<file path="src/rtl/barrel_rotator_pkg.sv">
// Shared constants and types for the barrel rotator arbiter.
// The optional statistics port set is enabled by BARREL_ROTATOR_ARB_STATS_EN.
package barrel_rotator_pkg;

  localparam logic ROT_RIGHT = 1'b0;
  localparam logic ROT_LEFT  = 1'b1;

  localparam int unsigned STATS_WIDTH = 16;

  typedef enum logic {
    EMPTY = 1'b0,
    FULL  = 1'b1
  } out_state_e;

endpackage

</file>
<file path="src/rtl/parameterized_barrel_rotator.sv">
// Combinational log-depth barrel rotator; dir 0 rotates right, 1 rotates left.
module parameterized_barrel_rotator
  import barrel_rotator_pkg::*;
#(
  parameter int unsigned DATA_WIDTH  = 32,
  parameter int unsigned SHIFT_WIDTH = $clog2(DATA_WIDTH)
) (
  input  logic [DATA_WIDTH-1:0]  data_i,
  input  logic [SHIFT_WIDTH-1:0] amount_i,
  input  logic                   dir_i,
  output logic [DATA_WIDTH-1:0]  data_o
);

  function automatic logic [DATA_WIDTH-1:0] rotate_by(input logic [DATA_WIDTH-1:0] x,
                                                      input int unsigned           r,
                                                      input logic                  dir);
    logic [2*DATA_WIDTH-1:0] dbl;
    dbl = {x, x};
    if (dir == ROT_LEFT) begin
      dbl       = dbl << r;
      rotate_by = dbl[2*DATA_WIDTH-1:DATA_WIDTH];
    end else begin
      dbl       = dbl >> r;
      rotate_by = dbl[DATA_WIDTH-1:0];
    end
  endfunction

  logic [DATA_WIDTH-1:0] stage [SHIFT_WIDTH+1];

  assign stage[0] = data_i;

  // Each stage rotates by 2^s reduced mod width, so non-power-of-2 widths compose correctly.
  for (genvar s = 0; s < int'(SHIFT_WIDTH); s++) begin : g_stage
    localparam int unsigned STEP = (32'(1) << s) % DATA_WIDTH;
    assign stage[s+1] = amount_i[s] ? rotate_by(stage[s], STEP, dir_i) : stage[s];
  end

  assign data_o = stage[SHIFT_WIDTH];

endmodule

</file>
<file path="src/rtl/rr_arbiter.sv">
// Combinational round-robin arbiter: first request at or above ptr, wrapping.
module rr_arbiter #(
  parameter int unsigned NUM_REQ  = 4,
  parameter int unsigned ID_WIDTH = $clog2(NUM_REQ)
) (
  input  logic [NUM_REQ-1:0]  req_i,
  input  logic [ID_WIDTH-1:0] ptr_i,
  output logic [NUM_REQ-1:0]  grant_c_o,
  output logic [ID_WIDTH-1:0] grant_idx_c_o,
  output logic                any_valid_c_o
);

  logic [ID_WIDTH-1:0] cand;
  logic                found;

  always_comb begin
    grant_c_o     = '0;
    grant_idx_c_o = '0;
    cand          = '0;
    found         = 1'b0;
    for (int unsigned k = 0; k < NUM_REQ; k++) begin
      cand = ID_WIDTH'((32'(ptr_i) + k) % NUM_REQ);
      if (!found && req_i[cand]) begin
        found         = 1'b1;
        grant_idx_c_o = cand;
      end
    end
    if (found) grant_c_o[grant_idx_c_o] = 1'b1;
    any_valid_c_o = found;
  end

endmodule

</file>
<file path="src/rtl/barrel_rotator_arbiter.sv">
// Round-robin sharing of one barrel rotator across NUM_REQ requesters, one output register.
// Define BARREL_ROTATOR_ARB_STATS_EN to add stall_count / grant_total counters.
module barrel_rotator_arbiter
  import barrel_rotator_pkg::*;
#(
  parameter int unsigned NUM_REQ     = 4,
  parameter int unsigned DATA_WIDTH  = 32,
  parameter int unsigned SHIFT_WIDTH = $clog2(DATA_WIDTH),
  parameter int unsigned ID_WIDTH    = $clog2(NUM_REQ)
) (
  input  logic                           clk,
  input  logic                           rst,
  input  logic [NUM_REQ-1:0]             req_valid,
  output logic [NUM_REQ-1:0]             req_ready,
  input  logic [NUM_REQ*DATA_WIDTH-1:0]  req_data,
  input  logic [NUM_REQ*SHIFT_WIDTH-1:0] req_amount,
  input  logic [NUM_REQ-1:0]             req_dir,
  output logic                           out_valid,
  input  logic                           out_ready,
  output logic [DATA_WIDTH-1:0]          out_data,
  output logic [ID_WIDTH-1:0]            out_id
`ifdef BARREL_ROTATOR_ARB_STATS_EN
  ,
  output logic [STATS_WIDTH-1:0]         stall_count,
  output logic [STATS_WIDTH-1:0]         grant_total
`endif
);

  out_state_e            state_q, state_d;
  logic [ID_WIDTH-1:0]   rr_ptr_q, rr_ptr_d;
  logic [DATA_WIDTH-1:0] data_q, data_d;
  logic [ID_WIDTH-1:0]   id_q, id_d;

  logic [NUM_REQ-1:0]     grant;
  logic [ID_WIDTH-1:0]    grant_idx;
  logic                   any_valid;
  logic                   can_accept;
  logic                   accept;
  logic [DATA_WIDTH-1:0]  sel_data;
  logic [SHIFT_WIDTH-1:0] sel_amount;
  logic                   sel_dir;
  logic [SHIFT_WIDTH-1:0] eff_amount;
  logic [DATA_WIDTH-1:0]  rot_data;

  rr_arbiter #(
    .NUM_REQ  (NUM_REQ),
    .ID_WIDTH (ID_WIDTH)
  ) u_arb (
    .req_i         (req_valid),
    .ptr_i         (rr_ptr_q),
    .grant_c_o     (grant),
    .grant_idx_c_o (grant_idx),
    .any_valid_c_o (any_valid)
  );

  assign can_accept = (state_q == EMPTY) | out_ready;
  assign accept     = any_valid & can_accept;
  assign req_ready  = grant & {NUM_REQ{can_accept}};

  // One-hot operand mux in front of the shared rotator.
  always_comb begin
    sel_data   = '0;
    sel_amount = '0;
    sel_dir    = ROT_RIGHT;
    for (int unsigned i = 0; i < NUM_REQ; i++) begin
      if (grant[i]) begin
        sel_data   = sel_data | req_data[i*DATA_WIDTH +: DATA_WIDTH];
        sel_amount = sel_amount | req_amount[i*SHIFT_WIDTH +: SHIFT_WIDTH];
        sel_dir    = sel_dir | req_dir[i];
      end
    end
  end

  // Collapses to a wire when DATA_WIDTH is a power of two.
  assign eff_amount = SHIFT_WIDTH'(32'(sel_amount) % DATA_WIDTH);

  parameterized_barrel_rotator #(
    .DATA_WIDTH  (DATA_WIDTH),
    .SHIFT_WIDTH (SHIFT_WIDTH)
  ) u_rot (
    .data_i   (sel_data),
    .amount_i (eff_amount),
    .dir_i    (sel_dir),
    .data_o   (rot_data)
  );

  always_comb begin
    state_d  = state_q;
    rr_ptr_d = rr_ptr_q;
    data_d   = data_q;
    id_d     = id_q;
    if (accept) begin
      rr_ptr_d = (grant_idx == ID_WIDTH'(NUM_REQ - 1)) ? '0 : grant_idx + ID_WIDTH'(1);
      data_d   = rot_data;
      id_d     = grant_idx;
    end
    case (state_q)
      EMPTY:   if (accept) state_d = FULL;
      FULL:    if (out_ready && !accept) state_d = EMPTY;
      default: state_d = EMPTY;
    endcase
  end

  always_ff @(posedge clk or posedge rst) begin
    if (rst) begin
      state_q  <= EMPTY;
      rr_ptr_q <= '0;
      data_q   <= '0;
      id_q     <= '0;
    end else begin
      state_q  <= state_d;
      rr_ptr_q <= rr_ptr_d;
      data_q   <= data_d;
      id_q     <= id_d;
    end
  end

  assign out_valid = (state_q == FULL);
  assign out_data  = data_q;
  assign out_id    = id_q;

`ifdef BARREL_ROTATOR_ARB_STATS_EN
  logic [STATS_WIDTH-1:0] stall_q, stall_d;
  logic [STATS_WIDTH-1:0] gtot_q, gtot_d;

  // Stall count saturates; grant total wraps.
  always_comb begin
    stall_d = stall_q;
    gtot_d  = gtot_q;
    if ((state_q == FULL) && !out_ready && (stall_q != '1)) stall_d = stall_q + STATS_WIDTH'(1);
    if (accept) gtot_d = gtot_q + STATS_WIDTH'(1);
  end

  always_ff @(posedge clk or posedge rst) begin
    if (rst) begin
      stall_q <= '0;
      gtot_q  <= '0;
    end else begin
      stall_q <= stall_d;
      gtot_q  <= gtot_d;
    end
  end

  assign stall_count = stall_q;
  assign grant_total = gtot_q;
`endif

endmodule

</file>
<file path="config.mk">
export PLATFORM = sky130hd
export DESIGN_NAME = barrel_rotator_arbiter
export DESIGN_NICKNAME = d
export VERILOG_FILES = /design/src/rtl/barrel_rotator_pkg.sv /design/src/rtl/parameterized_barrel_rotator.sv /design/src/rtl/rr_arbiter.sv /design/src/rtl/barrel_rotator_arbiter.sv
export SDC_FILE = /design/constraint.sdc
export NUM_CORES = 1
export LEC_CHECK = 0
export CAP_MARGIN = 5
export CORE_MARGIN = 5
export CORE_UTILIZATION = 50
export CTS_BUF_LIST = sky130_fd_sc_hd__clkbuf_4
export DETAILED_ROUTE_END_ITERATION = 8
export GPL_TIMING_DRIVEN = 0
export PLACE_DENSITY = 0.85
export SYNTH_ARGS = -nofsm -noshare
export SYNTH_HDL_FRONTEND = slang
export SYNTH_HIERARCHICAL = 1
export SYNTH_SLANG_ARGS = --single-unit
</file>
<file path="constraint.sdc">
create_clock -name clk -period 4.4 [get_ports clk]
set_clock_uncertainty 0.15 [all_clocks]
set_input_delay 0.66 -clock clk [delete_from_list [all_inputs] [get_ports clk]]
set_output_delay 0.66 -clock clk [all_outputs]
set_load 0.01 [all_outputs]
</file>
==> impl_metrics.tcl, run 1 <==
set metrics [dict create \
    slew_headroom_pct 41.8 \
    setup_viol 0 \
    worstSetupPathType "flip-flop to flip-flop" \
    dp_hpwl_um 19900 \
    startpoint_type "flip-flop" \
    drc_errors 0 \
    synth_commonest_cells "nor2_1 (92), a22oi_1 (80), nand2_1 (65), mux2i_1 (46), mux2_2 (38)" \
    grt_pass1_wl_um 39300 \
    area_delta_synth_final_pct 37.6 \
    core_region_area_um2 12600 \
    syn_area_um2 6450 \
    ir_drop_mv 0.386 \
    synthMostInstantiatedCell "nor2_1" \
    ant_nets 0 \
    switching_share_pct 51.4 \
    power.total_mw 7.65 \
    cts_tree "yes" \
    first_global_vias 7462 \
    fillers 1030 \
    cts_root_buf "clkbuf_4" \
    cts_max_path_buffers 2 \
    rows 41 \
    cp_top_family "multiplexers" \
    ctsHtreeMaxLevel 2 \
    cts_buffers 5 \
    cp.required_ns 4.50 \
    fmax_mhz 233 \
    ys_ff_latch 37 \
    grt-ovfl-total 0 \
    arrival_ns 4.39 \
    crit_buf_inv 2 \
    p_switching_mw 3.94 \
    worst-slew-pin-transition_ns 0.872 \
    p_seq_share_pct 8.3 \
    dieWidth_um 124 \
    first_iter_violations 1001 \
    avgSynthCellArea_um2 8.69 \
    grt_max_degree 27 \
    antenna_found_initial 0 \
    yosys_warnings 6 \
    synth_edf_count 0 \
    worst-path-max-fanout 10 \
    cp_common_cell "mux4_2" \
    maxCapViolations 0 \
    clock_latency_ns 0.36 \
    hold_violations 0 \
    status "completed" \
    vias 7596 \
    firstDrtPassIters 8 \
    crit_chain "nand2b_2, a221oi_1, nor2b_2, buf_6, buf_2, a22oi_1, nand2_2, mux2_1, mux4_2, and2_1, o31a_1, mux4_2, mux2_4" \
    ys_seq_area_share_pct 14.4 \
    power.clock.fraction_pct 2.4 \
    fin_crit_ns 4.28 \
    n_antenna_cell 0 \
    start_util_pct 51.1 \
    drt_wl_total_um 25400 \
    crit_path_max_incr_delay_ns 0.56 \
    cellPowerDensity_nw_per_um2 863 \
    finalSetupTns_ns 0 \
    numPortBuffers 196 \
    die_h_um 124 \
    cts_hold_buf 0 \
    track_usage_pct 32.6 \
    cts.clk_slew.worst_paths_ns 0.11 \
    final_max_slew_viol_count 0 \
    total_leakage_power_nw 3.48 \
    combPwrFrac_pct 89.4 \
    synth_flop_cell "dfrtp_1" \
    post-route-period-util_pct 97.4 \
    synth_area_leader_cell "dfrtp_1" \
    synth.area.top_cells "dfrtp_1 (14%), mux4_2 (13%), a22oi_1 (9.3%)" \
    drive_gt1_share_pct 21.2 \
    hp-class "flip-flop to flip-flop" \
    intPower_mw 3.72 \
    end_kind "flip-flop" \
    dieArea_um2 15300 \
    syn_nets 902 \
    ys_async_sr_fraction_pct 100 \
    numClockSinks 37 \
    gp_congestion 1.04 \
    post_drt_wl_per_cell_um 22.6 \
    drt-vias-per-instance 6.76 \
    synth_top_area_share_pct 14.4 \
    syn_inst 742 \
    synth_cell_type_count 62 \
    nets 1110 \
    pin_count 198 \
    cpMaxStageDelayCell "mux4_2" \
]
==> registers in the layout (all words and copies together), names as in the netlist <==
| name | flops |
|---|---|
| rr_ptr_q | 2 |
| out_data | 32 |
| out_valid | 1 |
| out_id | 2 |
==> cell type report <==
class	instances	area (um^2)	share of cell area (%)
inverter	12	45.0	0.508
sequential	37	927	10.5
clock buffer	6	45.0	0.508
clock inverter	2	10.0	0.113
tap	172	215	2.43
buffer	71	440	4.97
multi-input combinational	622	5180	58.4
timing repair buffer	201	2000	22.6
==> power groups by stage <==
stage / clock (mW) / sequential, mW / combinational (mW)
final: 0.181 / 0.633 / 6.84
after global routing: 0.195 / 0.658 / 7.22
after CTS: 0.184 / 0.635 / 6.57
after detailed placement: 0 / 0.639 / 6.42
after global placement: 0 / 0.629 / 6.29
after floorplan: 0 / 0.693 / 4.52
==> per-stage QoR <==
stage,hold WS [ns],cell area [um^2],util (%),setup WS (ns),instances
after floorplan,0.356,6450,-,0.368,742
after global placement,0.341,8620,68.3,-1.12,1110
after detailed placement,0.346,8650,68.6,-1.17,1111
after CTS,0.376,8820,69.9,0.0844,1122
after global routing,0.387,8870,70.3,-0.115,1123
final,0.371,8870,70.3,0.116,1123
==> final timing paths <==
path	start	end	slack [ns]	cells after the start
worst max-delay path	rr_ptr_q[0]$_DFFE_PP0P_	out_data[13]$_DFFE_PP0P_	0.12	13
worst min-delay path	out_data[10]$_DFFE_PP0P_	out_data[10]$_DFFE_PP0P_	0.37	1
worst max register to register	rr_ptr_q[0]$_DFFE_PP0P_	out_data[13]$_DFFE_PP0P_	0.12	13
worst min register to register	out_data[10]$_DFFE_PP0P_	out_data[10]$_DFFE_PP0P_	0.37	1
max in group asynchronous	rst	out_data[23]$_DFFE_PP0P_	3.11	3
min in group asynchronous	rst	out_data[1]$_DFFE_PP0P_	0.48	2
==> kinds of logic (layout without fill, tap and decap cells) <==
family                     after synthesis  after routing  share of synthesized area (%)
xor gates and xnor gates                 1              1                          0.136
buffers and inverters                   83            292                           7.12
muxes                                  160            160                           35.3
adders and majority gates                1              1                          0.194
DFF                                     37             37                           14.4
AOI/OAI and AO/OA                      255            255                           29.0
and+or+nand+nor                        205            205                           13.9
==> layout by cell type, fill, tap and decap left out, types with 7 or more instances in the layout <==
master           instances
mux2i_1                 46
clkbuf_4                 8
a22o_1                   7
a21oi_1                 17
nor2_1                  86
mux2_4                  31
dfrtp_1                 36
mux2_2                  38
mux4_2                  37
clkdlybuf4s50_1        193
nand2_2                  7
o22ai_1                 37
nor3_1                  12
clkbuf_1                24
a211oi_1                24
o221ai_1                13
buf_6                    9
buf_4                    9
a22oi_1                 80
and2_1                   8
nand2b_1                11
nand2_1                 58
inv_1                   10
a221oi_1                 9
clkbuf_2                 7
buf_2                   21
mux2_1                   8
o21ai_0                 13
==> layer usage <==
| metal | wire [um] | GRT usage (%) |
|---|---|---|
| met4 | 948 | 12.6 |
| met1 | 9510 | 40.8 |
| met5 | 0 | 0 |
| met3 | 3060 | 6.82 |
| met2 | 11800 | 55.1 |
==> timing repair <==
| action | 4_1_cts | 5_1_grt |
|---|---|---|
| hold endpoints to repair | 0 | 0 |
| pin swaps | 2 | 1 |
| endpoints found under the setup margin | 32 | 32 |
| setup buffers | 3 | 1 |
| gates resized for setup | 33 | 21 |
(Power assumes the default switching activity.)
==> inputs of run 2 (changes only) <==
--- a/config.mk
+++ b/config.mk
@@ -12,6 +12,7 @@
 export DETAILED_ROUTE_END_ITERATION = 8
 export GPL_TIMING_DRIVEN = 0
 export PLACE_DENSITY = 0.85
+export RECOVER_POWER = 25
 export SYNTH_ARGS = -nofsm -noshare
 export SYNTH_HDL_FRONTEND = slang
 export SYNTH_HIERARCHICAL = 1
==> run 2 against run 1 <==
  * Final area down 0.35%
  * Highest routed layer unchanged
  * Worst hold slack about the same
  * Core utilization down 0.25 points
  * Non-clock buffer count unchanged
==> impl_metrics.tcl, run 2 (same netlist as run 1, synthesis figures left out) <==
set metrics [dict create \
    ctsHtreeMaxLevel 2 \
    final_max_slew_viol_count 0 \
    n_antenna_cell 0 \
    cellPowerDensity_nw_per_um2 865 \
    setup_viol 0 \
    grt-ovfl-total 0 \
    cp_common_cell "mux4_2" \
    maxCapViolations 0 \
    grt_max_degree 27 \
    dieArea_um2 15300 \
    vias 7541 \
    status "completed" \
    detailed_place.area_um2 8650 \
    worst-path-max-fanout 10 \
    cpMaxStageDelayCell "mux4_2" \
    start_util_pct 51.1 \
    cts_max_path_buffers 2 \
    grt_pass1_wl_um 39300 \
    total_leakage_power_nw 3.47 \
    cp_top_family "multiplexers" \
    cts_buffers 5 \
    post_drt_wl_per_cell_um 22.6 \
    arrival_ns 4.39 \
    crit_buf_inv 2 \
    final_cell_mix "clkdlybuf4s50_1 (192), nor2_1 (86), a22oi_1 (80)" \
    nets 1110 \
    startpoint_type "flip-flop" \
    die_h_um 124 \
    crit_chain "nand2b_2, a221oi_1, nor2b_2, buf_6, buf_2, a22oi_1, nand2_2, mux2_1, mux4_2, and2_1, o31a_1, mux4_2, mux2_4" \
    numPortBuffers 196 \
    drive_gt1_share_pct 21.0 \
    clock_latency_ns 0.36 \
    track_usage_pct 32.6 \
    cts_hold_buf 0 \
    whs_ns 0.370 \
    numClockSinks 37 \
    worstSetupPathType "flip-flop to flip-flop" \
    fillers 1034 \
    pin_count 198 \
    crit_path_max_incr_delay_ns 0.55 \
    fmax_mhz 233 \
    cts_tree "yes" \
    instances_no_fill 1123 \
    cts_root_buf "clkbuf_4" \
    dpl_worst_slack_ns -1.17 \
    core_region_area_um2 12600 \
    first_global_vias 7462 \
    final_common_cell "clkdlybuf4s50_1" \
    fin_crit_ns 4.29 \
    ant_nets 0 \
    antenna_found_initial 0 \
    worst_slack_ns 0.113 \
    post-route-period-util_pct 97.4 \
    rows 41 \
    r2r_slack_ns 0.11 \
    worst-slew-pin-transition_ns 1.34 \
    largest_reg_flops 32 \
    drt_wl_total_um 25300 \
    cts.clk_slew.worst_paths_ns 0.11 \
    dp_hpwl_um 19900 \
    drt-vias-per-instance 6.72 \
    hold_violations 0 \
    gp_congestion 1.04 \
    area_delta_synth_final_pct 37.1 \
    hp-class "flip-flop to flip-flop" \
    ir_drop_mv 0.382 \
    end_kind "flip-flop" \
    finalSetupTns_ns 0 \
    dieWidth_um 124 \
    cp.required_ns 4.50 \
    drc_errors 0 \
    slew_headroom_pct 10.4 \
    firstDrtPassIters 8 \
    design_area_um2 8840 \
    first_iter_violations 996 \
    dp_cells 1111 \
]
==> run 2: changes by cell type in the layout (fill, tap and decap cells not counted), sizes merged <==
| cell | change |
|---|---|
| clkbuf | +1 |
| dlygate4sd3 | +1 |
| clkdlybuf4s50 | -1 |
| buf | -1 |
==> run 2: layout make-up <==
| class | instances | area, um^2 | share of cell area (%) |
|---|---|---|---|
| clock buffer | 6 | 45.0 | 0.510 |
| inverter | 12 | 45.0 | 0.510 |
| multi-input combinational | 622 | 5170 | 58.5 |
| timing repair buffer | 201 | 1980 | 22.4 |
| sequential | 37 | 927 | 10.5 |
| clock inverter | 2 | 10.0 | 0.113 |
| buffer | 71 | 440 | 4.98 |
| tap | 172 | 215 | 2.44 |
==> run 2: where the power goes <==
group	switching [mW]	internal [mW]	total, mW
Combinational	3.71	3.12	6.83
Sequential	0.108	0.525	0.633
Clock	0.114	0.0669	0.180
==> run 2: final timing paths <==
| path | from | endpoint | cells past startpoint |
|---|---|---|---|
| min in group asynchronous | rst | out_data[1]$_DFFE_PP0P_ | 2 |
| worst min register to register | out_data[10]$_DFFE_PP0P_ | out_data[10]$_DFFE_PP0P_ | 1 |
| worst min-delay path | out_data[10]$_DFFE_PP0P_ | out_data[10]$_DFFE_PP0P_ | 1 |
| worst max-delay path | rr_ptr_q[0]$_DFFE_PP0P_ | out_data[13]$_DFFE_PP0P_ | 13 |
| max in group asynchronous | rst | out_data[23]$_DFFE_PP0P_ | 3 |
| worst max register to register | rr_ptr_q[0]$_DFFE_PP0P_ | out_data[13]$_DFFE_PP0P_ | 13 |
==> run 2: per-layer routing <==
metal | wire (um) | track usage (%) | vias to the layer above
met2 | 11800 | 55.1 | 585
met4 | 892 | 12.6 | 0
met5 | 0 | 0 | -
li1 | - | - | 3360
met3 | 3150 | 6.82 | 80
met1 | 9460 | 40.8 | 3516
==> run 2: through the flow <==
stage / util [%] / power (mW)
after global placement: 68.3 / 6.92
after CTS: 69.9 / 7.39
after floorplan: - / 5.22
after global routing: 70.0 / 8.07
after detailed placement: 68.6 / 7.06
final: 70.0 / 7.64
==> run 2: what timing repair did <==
item,CTS,global route
pin swaps,2,1
resized for setup,33,21
endpoints found under the setup margin,32,32
setup buffers,3,1
==> inputs of run 3 (changes only) <==
--- a/config.mk
+++ b/config.mk
@@ -7,11 +7,11 @@
 export LEC_CHECK = 0
 export CAP_MARGIN = 5
 export CORE_MARGIN = 5
-export CORE_UTILIZATION = 50
+export CORE_UTILIZATION = 53
 export CTS_BUF_LIST = sky130_fd_sc_hd__clkbuf_4
 export DETAILED_ROUTE_END_ITERATION = 8
 export GPL_TIMING_DRIVEN = 0
-export PLACE_DENSITY = 0.85
+export PLACE_DENSITY = 0.89
 export RECOVER_POWER = 25
 export SYNTH_ARGS = -nofsm -noshare
 export SYNTH_HDL_FRONTEND = slang
==> constraint.sdc (replaced) <==
create_clock -name clk -period 5.1 [get_ports clk]
set_clock_uncertainty 0.15 [all_clocks]
set_input_delay 0.765 -clock clk [delete_from_list [all_inputs] [get_ports clk]]
set_output_delay 0.765 -clock clk [all_outputs]
set_load 0.01 [all_outputs]
==> run 3 against run 2 <==
  * Sequential share of layout area up 0.13 points
  * Core utilization up 2.8 points
  * Global-route usage up 1.4 points
  * Clock power down 15%
  * Power down 15%
  * Sequential cell count unchanged
  * Die area down 5.2%
  * Final area down 1.4%
  * Via count up 1.9%
  * Largest cell class unchanged
==> impl_metrics.tcl, run 3 (same netlist as run 1, synthesis figures left out) <==
set metrics [dict create \
    n_antenna_cell 0 \
    drt_wl_total_um 25500 \
    finalSetupTns_ns 0 \
    combPwrFrac_pct 89.2 \
    maxCapViolations 0 \
    worst-path-max-fanout 10 \
    antenna_found_initial 0 \
    grt-ovfl-total 0 \
    dieWidth_um 120 \
    grt_pass1_wl_um 39900 \
    slew_headroom_pct 13.5 \
    hp-class "flip-flop to flip-flop" \
    fmax_mhz 203 \
    ctsHtreeMaxLevel 2 \
    arrival_ns 5.02 \
    setup_viol 0 \
    die_h_um 120 \
    drive_gt1_share_pct 18.7 \
    cts_hold_buf 0 \
    cts_buffers 5 \
    rows 40 \
    clock_latency_ns 0.35 \
    end_kind "flip-flop" \
    drt-vias-per-instance 7.02 \
    nets 1107 \
    gp_congestion 1.03 \
    total_leakage_power_nw 3.44 \
    cts_max_path_buffers 2 \
    hold_violations 0 \
    fillers 959 \
    numClockSinks 37 \
    pin_count 198 \
    final_max_slew_viol_count 0 \
    intPower_mw 3.15 \
    worst-slew-pin-transition_ns 1.30 \
    track_usage_pct 34.0 \
    dp_hpwl_um 20100 \
    status "completed" \
    start_util_pct 53.9 \
    cts_root_buf "clkbuf_4" \
    fin_crit_ns 4.93 \
    power.clock.fraction_pct 2.4 \
    core_region_area_um2 12000 \
    whs_ns 0.369 \
    post-route-period-util_pct 96.7 \
    startpoint_type "primary input" \
    switching_share_pct 51.3 \
    p_switching_mw 3.32 \
    largest_reg_flops 32 \
    ir_drop_mv 0.296 \
    final_util_pct 72.8 \
    grt_max_degree 27 \
    first_global_vias 7600 \
    post_drt_wl_per_cell_um 23.3 \
    worstSetupPathType "primary input to flip-flop" \
    area_delta_synth_final_pct 35.2 \
    cellPowerDensity_nw_per_um2 742 \
    cts_tree "yes" \
    drc_errors 0 \
    final_cell_mix "clkdlybuf4s50_1 (195), nor2_1 (89), a22oi_1 (80)" \
    p_seq_share_pct 8.4 \
    first_iter_violations 1036 \
    firstDrtPassIters 6 \
    final_common_cell "clkdlybuf4s50_1" \
    cp.required_ns 5.19 \
    cts.clk_slew.worst_paths_ns 0.11 \
    numPortBuffers 196 \
    dieArea_um2 14500 \
    vias 7688 \
    ant_nets 0 \
]
## run 3: changes by cell type in the layout (fill, tap and decap cells not counted), moves of 3 or more
cell | previous run | this run
buf_2 | 21 | 25
buf_4 | 9 | 5
clkbuf_2 | 7 | 4
clkdlybuf4s50_1 | 192 | 195
nand2_1 | 58 | 65
nand2_2 | 7 | 0
nor2_1 | 86 | 89
nor2_2 | 6 | 3
## run 3: path summary, 6_finish.rpt
kind / start / to / slack [ns] / cells past startpoint
setup / recovery: req_valid[2] / out_data[29]$_DFFE_PP0P_ / 0.17 / 14
hold / removal: out_data[9]$_DFFE_PP0P_ / out_data[9]$_DFFE_PP0P_ / 0.37 / 1
setup reg to reg: rr_ptr_q[0]$_DFFE_PP0P_ / out_data[16]$_DFFE_PP0P_ / 0.62 / 17
hold reg to reg: out_data[9]$_DFFE_PP0P_ / out_data[9]$_DFFE_PP0P_ / 0.37 / 1
max in group asynchronous: rst / out_data[27]$_DFFE_PP0P_ / 2.55 / 3
min in group asynchronous: rst / out_data[9]$_DFFE_PP0P_ / 0.70 / 2
## run 3: stage by stage
stage | setup slack (ns) | cell area (um^2) | total power, mW | instances
6_report | 0.168 | 8710 | 6.46 | 1095
5_1_grt | -0.0106 | 8710 | 6.84 | 1095
4_1_cts | 0.0436 | 8680 | 6.22 | 1094
3_5_place_dp | -0.651 | 8620 | 6.06 | 1086
3_3_place_gp | -0.585 | 8590 | 5.95 | 1085
2_1_floorplan | 0.963 | 6450 | 4.50 | 742
## run 3: timing repair
action                                  4_1_cts  5_1_grt
resized for setup                             1       18
endpoints found under the setup margin       28       30
buffers inserted                              0        1
pin swaps                                     0        1
endpoints found under the hold margin         0        0
## run 3: power groups by stage
| stage | clock network (mW) | logic, mW | registers [mW] |
|---|---|---|---|
| after CTS | 0.158 | 5.52 | 0.546 |
| after detailed placement | 0 | 5.51 | 0.551 |
| after floorplan | 0 | 3.90 | 0.598 |
| after global routing | 0.173 | 6.10 | 0.564 |
| final | 0.153 | 5.76 | 0.545 |
| after global placement | 0 | 5.41 | 0.541 |
## run 3: final cells by class
type / count / area, um^2 / area share [%]
inverter: 12 / 45.0 / 0.517
tap: 147 / 184 / 2.11
buffer: 71 / 419 / 4.81
timing repair buffer: 198 / 1970 / 22.6
sequential: 37 / 926 / 10.6
clock buffer: 6 / 45.0 / 0.517
clock inverter: 2 / 10.0 / 0.115
multi-input combinational: 622 / 5110 / 58.7
## run 3: worst max-delay path, cell delays in order
cell and delay (ns):
clkdlybuf4s50_1 0.66, nand2b_1 0.12, a311oi_1 0.33, nor2_2 0.13
buf_2 0.22, buf_2 0.21, a22oi_1 0.21, nand2_1 0.22
mux2_1 0.34, mux4_2 0.55, and2_1 0.21, o31a_1 0.29
mux4_2 0.48, mux2_4 0.28
## run 3: per-layer routing
layer	global-route usage, %	share of wire [%]	vias up
met5	0	0	-
met2	56.4	46	653
li1	-	-	3348
met3	7.06	12	147
met4	16.3	5.1	0
met1	42.1	36	3540
